### src/rtl/sprite_render_frog.sv
// Frog sprite renderer: maps screen pixels to sprite RAM addresses,
// absorbs the RAM's one-cycle read latency, applies facing rotation and
// transparency keying, and emits a pixel-aligned RGB333 colour with hit flag.
module sprite_render_frog #(
    parameter int          SPR_SIZE = 32,
    parameter logic [8:0]  TRANSP   = 9'b111_000_111
) (
    input  logic                          CLK,
    input  logic                          RST,
    input  logic                          frame_start,
    input  logic [9:0]                    frog_x,
    input  logic [9:0]                    frog_y,
    input  logic [1:0]                    frog_dir,
    input  logic                          frog_en,
    input  logic [9:0]                    pix_x,
    input  logic [9:0]                    pix_y,
    input  logic                          pix_valid,
    output logic [2*$clog2(SPR_SIZE)-1:0] addr,
    input  logic [8:0]                    data_in,
    output logic [8:0]                    pix_rgb,
    output logic                          pix_hit,
    output logic                          pix_valid_o
);

    // Sprite coordinate width; SPR_SIZE must be a power of two below 1024.
    localparam int            AW   = $clog2(SPR_SIZE);
    localparam logic [AW-1:0] MAXC = AW'(SPR_SIZE - 1);

    // Facing rotation: returns {row, col} for sprite-local (u, v).
    function automatic logic [2*AW-1:0] rot_addr(input logic [1:0] dir,
                                                 input logic [AW-1:0] u,
                                                 input logic [AW-1:0] v);
        logic [2*AW-1:0] r;
        case (dir)
            2'd0:    r = {v, u};
            2'd1:    r = {MAXC - u, v};
            2'd2:    r = {MAXC - v, MAXC - u};
            default: r = {u, MAXC - v};
        endcase
        return r;
    endfunction

    logic [9:0] shadow_x;
    logic [9:0] shadow_y;
    logic [1:0] shadow_dir;
    logic       shadow_en;

    logic signed [10:0] dx_p0;
    logic signed [10:0] dy_p0;
    logic               in_p0;
    logic [2*AW-1:0]    addr_p0;

    logic in_p1;
    logic vld_p1;
    logic hit_next;

    // Shadow latch: frog state only changes at the frame_start pulse, so
    // a frame is rendered from one consistent position/facing.
    always_ff @(posedge CLK or posedge RST) begin
        if (RST) begin
            shadow_x   <= '0;
            shadow_y   <= '0;
            shadow_dir <= 2'd0;
            shadow_en  <= 1'b0;
        end else if (frame_start) begin
            shadow_x   <= frog_x;
            shadow_y   <= frog_y;
            shadow_dir <= frog_dir;
            shadow_en  <= frog_en;
        end
    end

    // ---- stage 0: window test and address generation ----
    // 11-bit subtraction keeps a sign bit, so pixels left of / above the
    // sprite never wrap around onto the sprite near the screen edge.
    always_comb begin
        dx_p0   = $signed({1'b0, pix_x}) - $signed({1'b0, shadow_x});
        dy_p0   = $signed({1'b0, pix_y}) - $signed({1'b0, shadow_y});
        in_p0   = pix_valid & shadow_en
                & ~dx_p0[10] & ~dy_p0[10]
                & (dx_p0[9:AW] == '0) & (dy_p0[9:AW] == '0);
        addr_p0 = rot_addr(shadow_dir, dx_p0[AW-1:0], dy_p0[AW-1:0]);
    end

    // ---- stage 1: registered RAM address, window flag and valid ----
    // The address only moves for in-window pixels to avoid needless RAM toggling.
    always_ff @(posedge CLK or posedge RST) begin
        if (RST) begin
            addr   <= '0;
            in_p1  <= 1'b0;
            vld_p1 <= 1'b0;
        end else begin
            if (in_p0)
                addr <= addr_p0;
            in_p1  <= in_p0;
            vld_p1 <= pix_valid;
        end
    end

    // ---- stage 2: RAM data valid, colour keying ----
    assign hit_next = in_p1 & (data_in != TRANSP);

    // Output register: colour forced to zero wherever the sprite is not opaque.
    always_ff @(posedge CLK or posedge RST) begin
        if (RST) begin
            pix_hit     <= 1'b0;
            pix_rgb     <= '0;
            pix_valid_o <= 1'b0;
        end else begin
            pix_hit     <= hit_next;
            pix_rgb     <= hit_next ? data_in : 9'd0;
            pix_valid_o <= vld_p1;
        end
    end

endmodule

### config.mk
export PLATFORM = sky130hd
export DESIGN_NAME = sprite_render_frog
export DESIGN_NICKNAME = d
export VERILOG_FILES = /design/src/rtl/sprite_render_frog.sv
export SDC_FILE = /design/constraint.sdc
export NUM_CORES = 1
export LEC_CHECK = 0
export ABC_AREA = 1
export ABC_CLOCK_PERIOD_IN_PS = 2900
export BUFFER_PORTS_ARGS = -buffer_cell sky130_fd_sc_hd__buf_2
export CAP_MARGIN = 25
export CORE_MARGIN = 5
export CORE_UTILIZATION = 31
export DETAILED_ROUTE_END_ITERATION = 6
export PLACE_DENSITY = 0.49
export SETUP_SLACK_MARGIN = 0.5
export SYNTH_ARGS = -nofsm -noshare
export SYNTH_HDL_FRONTEND = slang
export SYNTH_SLANG_ARGS = --single-unit
### constraint.sdc
create_clock -name CLK -period 2.9 [get_ports CLK]
set_input_delay 0.725 -clock CLK [delete_from_list [all_inputs] [get_ports CLK]]
set_output_delay 0.725 -clock CLK [all_outputs]
set_load 0.02 [all_outputs]
* After elaboration in Yosys (flattened, before gate mapping)
Cells that the tools add are included.
Cells by class: add/sub/neg operators 4, eq/ne operators 3, mux-type cells 2, bitwise gates (word level) 8, reductions and logical operators 3
Operators by type and width (count):
- 10-bit case mux with 3 select lines | 1
- 10-bit by 10-bit subtractor with 11-bit output | 2
- 5-bit logical NOT | 2
- 5-bit subtractor, first input constant | 2
- 9-bit two-way mux | 1
- 9-bit != test, second input constant | 1
- 1-bit bitwise AND | 6
- 2-bit by 1-bit == test with 1-bit output, second input constant | 1
- 2-bit == test, second input constant | 1
- 2-bit logical NOT | 1
- 1-bit inverter | 2
Word-level totals: flip-flop bits (word level) 46, bits of input ports 56, output and inout bits 21, word-level logic and storage cells 30

* Logic depth before layout (Yosys ltp)
depth after elaboration 6, depth in mapped cells 16, mapped depth without buffers 16

* Worst setup path before layout
No wires, ideal clock.
path kind input to register, from in pix_y[0], to reg addr[2], setup time 0.117 ns, arrival time 2.331 ns, required time 2.783 ns, setup slack 0.452 ns, cell stages on the path 14, buffers on the path 0, path through inv_1 > ha_1 > fa_1 > nand3b_1 > nand2_2 > nand2_1 > nand3_1 > nand2_1 > nor2_1 > nand2_1 > nor2_4 > nand3_4 > nand2_1 > nand2_1
On the way: longest elaborated chain between the ends 5, elaborated cells between the ends (all ways) 8, classes of those cells add/sub (2); mux (1); bitwise (4); reduce/logical (1)
Ends and longest elaborated chain:
- start: declaration | RTL line 16 | input logic [9:0] pix_y,
- 10-bit by 10-bit subtractor with 11-bit output * | RTL line 78 | dy_p0 = $signed({1'b0, pix_y}) - $signed({1'b0, shadow_y});
- parallel branches: the longest is 4 deep, another holds 5-bit subtractor
- end signal: assignment | RTL line 94 | addr <= addr_p0;
- end: declaration | RTL line 18 | output logic [2*$clog2(SPR_SIZE)-1:0] addr,
Every way passes the cells marked *. A chain may end at the register's enable or synchronous reset.

* Worst setup path after layout
Same ends and word-level chain as after synthesis.

==> impl_metrics.toml <==
[status]
status = "finished clean"

[critical_path]
critical_path_peak_fanout = 6
crit_start = "pix_y[0]"
critPathArrivalTime_ns = 2.49
critPathSlowestCell = "fa_2"
timing.rr.start = "shadow_y[0]"
worstPathRequired_ns = 3.10
crit_path_start_kind = "input port"
max_stage_delay_ns = 0.34
path_cells = "buf_6 > inv_8 > ha_4 > fa_2 > nand3b_1 > nand2_2 > nand2_2 > nand3_2 > nand2_1 > nor2_1 > nand2_2 > nor2_4 > nand3_4 > nand2_1 > nand2_1"
cp-end-kind = "flop"
crit_type = "input port to flop"

[global_route]
grt_usage_pct = 13.0
grt_max_degree = 44
grt_pass1_wl_um = 13500
grt_antenna_before_repair = 0
first_global_vias = 2838
overflow = 0

[sta]
period_share_pct = 78.8
hold_violations = 0
tns_ns = 0
rsz0062_at_grt = "no"
holdWs_ns = 0.358
relSlewSlack_pct = 54.9
setup_slack_ns = 0.614
finClkSkew_ns = 0.00395
finalCriticalPeriod_ns = 2.29
setup_viol = 0
fmax_ghz = 0.437
final_max_slew_viol_count = 0
worstMarginPinSlew_ns = 0.677

[logic_synthesis]
synth_edf_count = 0
synth_most_common_cell = "nand2_1"
ys_warn_count = 0
yosys.area.top_type = "dfrtp_1"
synth_cell_types = 29
syn_area_per_cell_um2 = 7.07
syn_nets = 536
synthFlopType = "dfrtp_1"
synth_seq_area_share_pct = 35.5
synthesis.area_um2 = 3240
synth.area.top_cells = "dfrtp_1 36%, nand2_1 18%, inv_1 10%"
synth.top_cells.by_count = "151 x nand2_1, 87 x inv_1, 46 x dfrtp_1, 29 x nand3_1, 25 x nor2_1"
ys_ff_latch = 46
synth_top_area_share_pct = 35.5
synth_cells = 458
async_flop_share_pct = 100

[floorplan]
die_area_um2 = 12600
die_h_um = 112
die_width_um = 112
initial_utilization_pct = 31.5
io-pin-count = 77
rows = 37
core_area_um2 = 10300

[route]
wl_met3_um = 476
via_per_inst = 4.38
met1_length_um = 3760
wl_per_cell_um = 12.0
ant_nets = 0
routed.top_layer = "met4"
wl_um = 8150
drtIter0Drc = 95
drc = 0
vias = 2962
drt_first_pass_iters = 5
wl_met2_um = 3770

[placed_design]
pre_cts_ws_ns = 0.121
placed_cells = 664
dp_hpwl_um = 6830
place_area_um2 = 3790
io_buffer_count = 76
routabilityCongestion = 0.885

[pwr]
total_power_mw = 1.86
p_per_area_nw_per_um2 = 462
p_leak_nw = 2.37
peakVddDrop_v = 0.000187

[finish]
drive_above_1_share_pct = 28.5
final_util_pct = 39.3
area_delta_synth_final_pct = 24.7
final_cells = 677
antennaDiodeCount = 0
fin_area_um2 = 4040
nNetsFinal = 618
fillers = 1108

[min_path]
min_path_type = "flop to flop"
min_from = "vld_p1"

[clock_network]
clockRootBuffer = "clkbuf_8"
cts_hold_buf = 0
cts.reportedPaths.clkPinSlew_ns = 0.09
cts_tree = "yes"
numCtsBuffers = 5
clk_latency_ns = 0.30
cts_buffer_depth = 2
cts_max_level = 2
cts.sinks = 46

[run]
cap_violations = 0
[cell families (layout without fill, tap and decap cells)]
family,Yosys count,in the layout,synth area share (%)
simple gates,244,244,34.0
buf+inv,97,180,11.2
flops,46,46,35.5
compound gates,33,33,5.68
fa+ha+maj,22,22,8.96
xor+xnor,12,12,3.25
mux,4,4,1.35
[power by group]
group	internal [mW]	switching, mW
clock network	0.259	0.243
registers	0.674	0.0205
logic	0.255	0.412
total	1.19	0.675
[layer usage]
metal,up-vias,track usage [%]
met5,-,0
li1,1561,-
met2,88,21.6
met1,1303,17.3
met4,0,3.45
met3,10,2.80
[sequential cells by signal, summed over array words and instances (netlist names), 2 cells and up]
signal	cells
shadow_dir	2
shadow_x	10
pix_rgb	9
shadow_y	10
addr	10
[cell type report]
cell class / instances / area [µm²] / share of cell area, %
clock buffer: 5 / 68.8 / 1.70
clock inverter: 3 / 43.8 / 1.08
inverter: 90 / 345 / 8.55
multi-input combinational: 315 / 1820 / 45.2
sequential: 46 / 1150 / 28.5
tap: 136 / 170 / 4.21
timing repair buffer: 82 / 435 / 10.8
[placed cells by master, fill, tap and decap left out, types with 7 or more instances in the layout]
cell       n
nand4_1    7
inv_1     83
nand2_1  135
nor2_1    24
xor2_1     9
nand3_1   26
buf_2     75
ha_1      18
dfrtp_1   46
o21ai_0   23
nand2_2   26
[repair_timing]
action	CTS	global route
gates resized for setup	1	29
setup endpoints to repair	9	11
buffers inserted	2	3
pin swaps	4	16
[critical path: cells and delay by family]
family | cells | cell delay (ns)
simple gates | 11 | 1.15
fa+ha+maj | 2 | 0.49
buf+inv | 2 | 0.12
[worst paths after layout]
path	end	slack [ns]	cells past startpoint
max in group asynchronous	shadow_x[9]	1.76	3
max	addr[2]	0.61	15
max reg2reg	addr[2]	0.70	13
min reg2reg	pix_valid_o	0.36	0
min	pix_valid_o	0.36	0
min in group asynchronous	pix_valid_o	0.43	2
No activity file was read; power rests on OpenSTA's default activity.
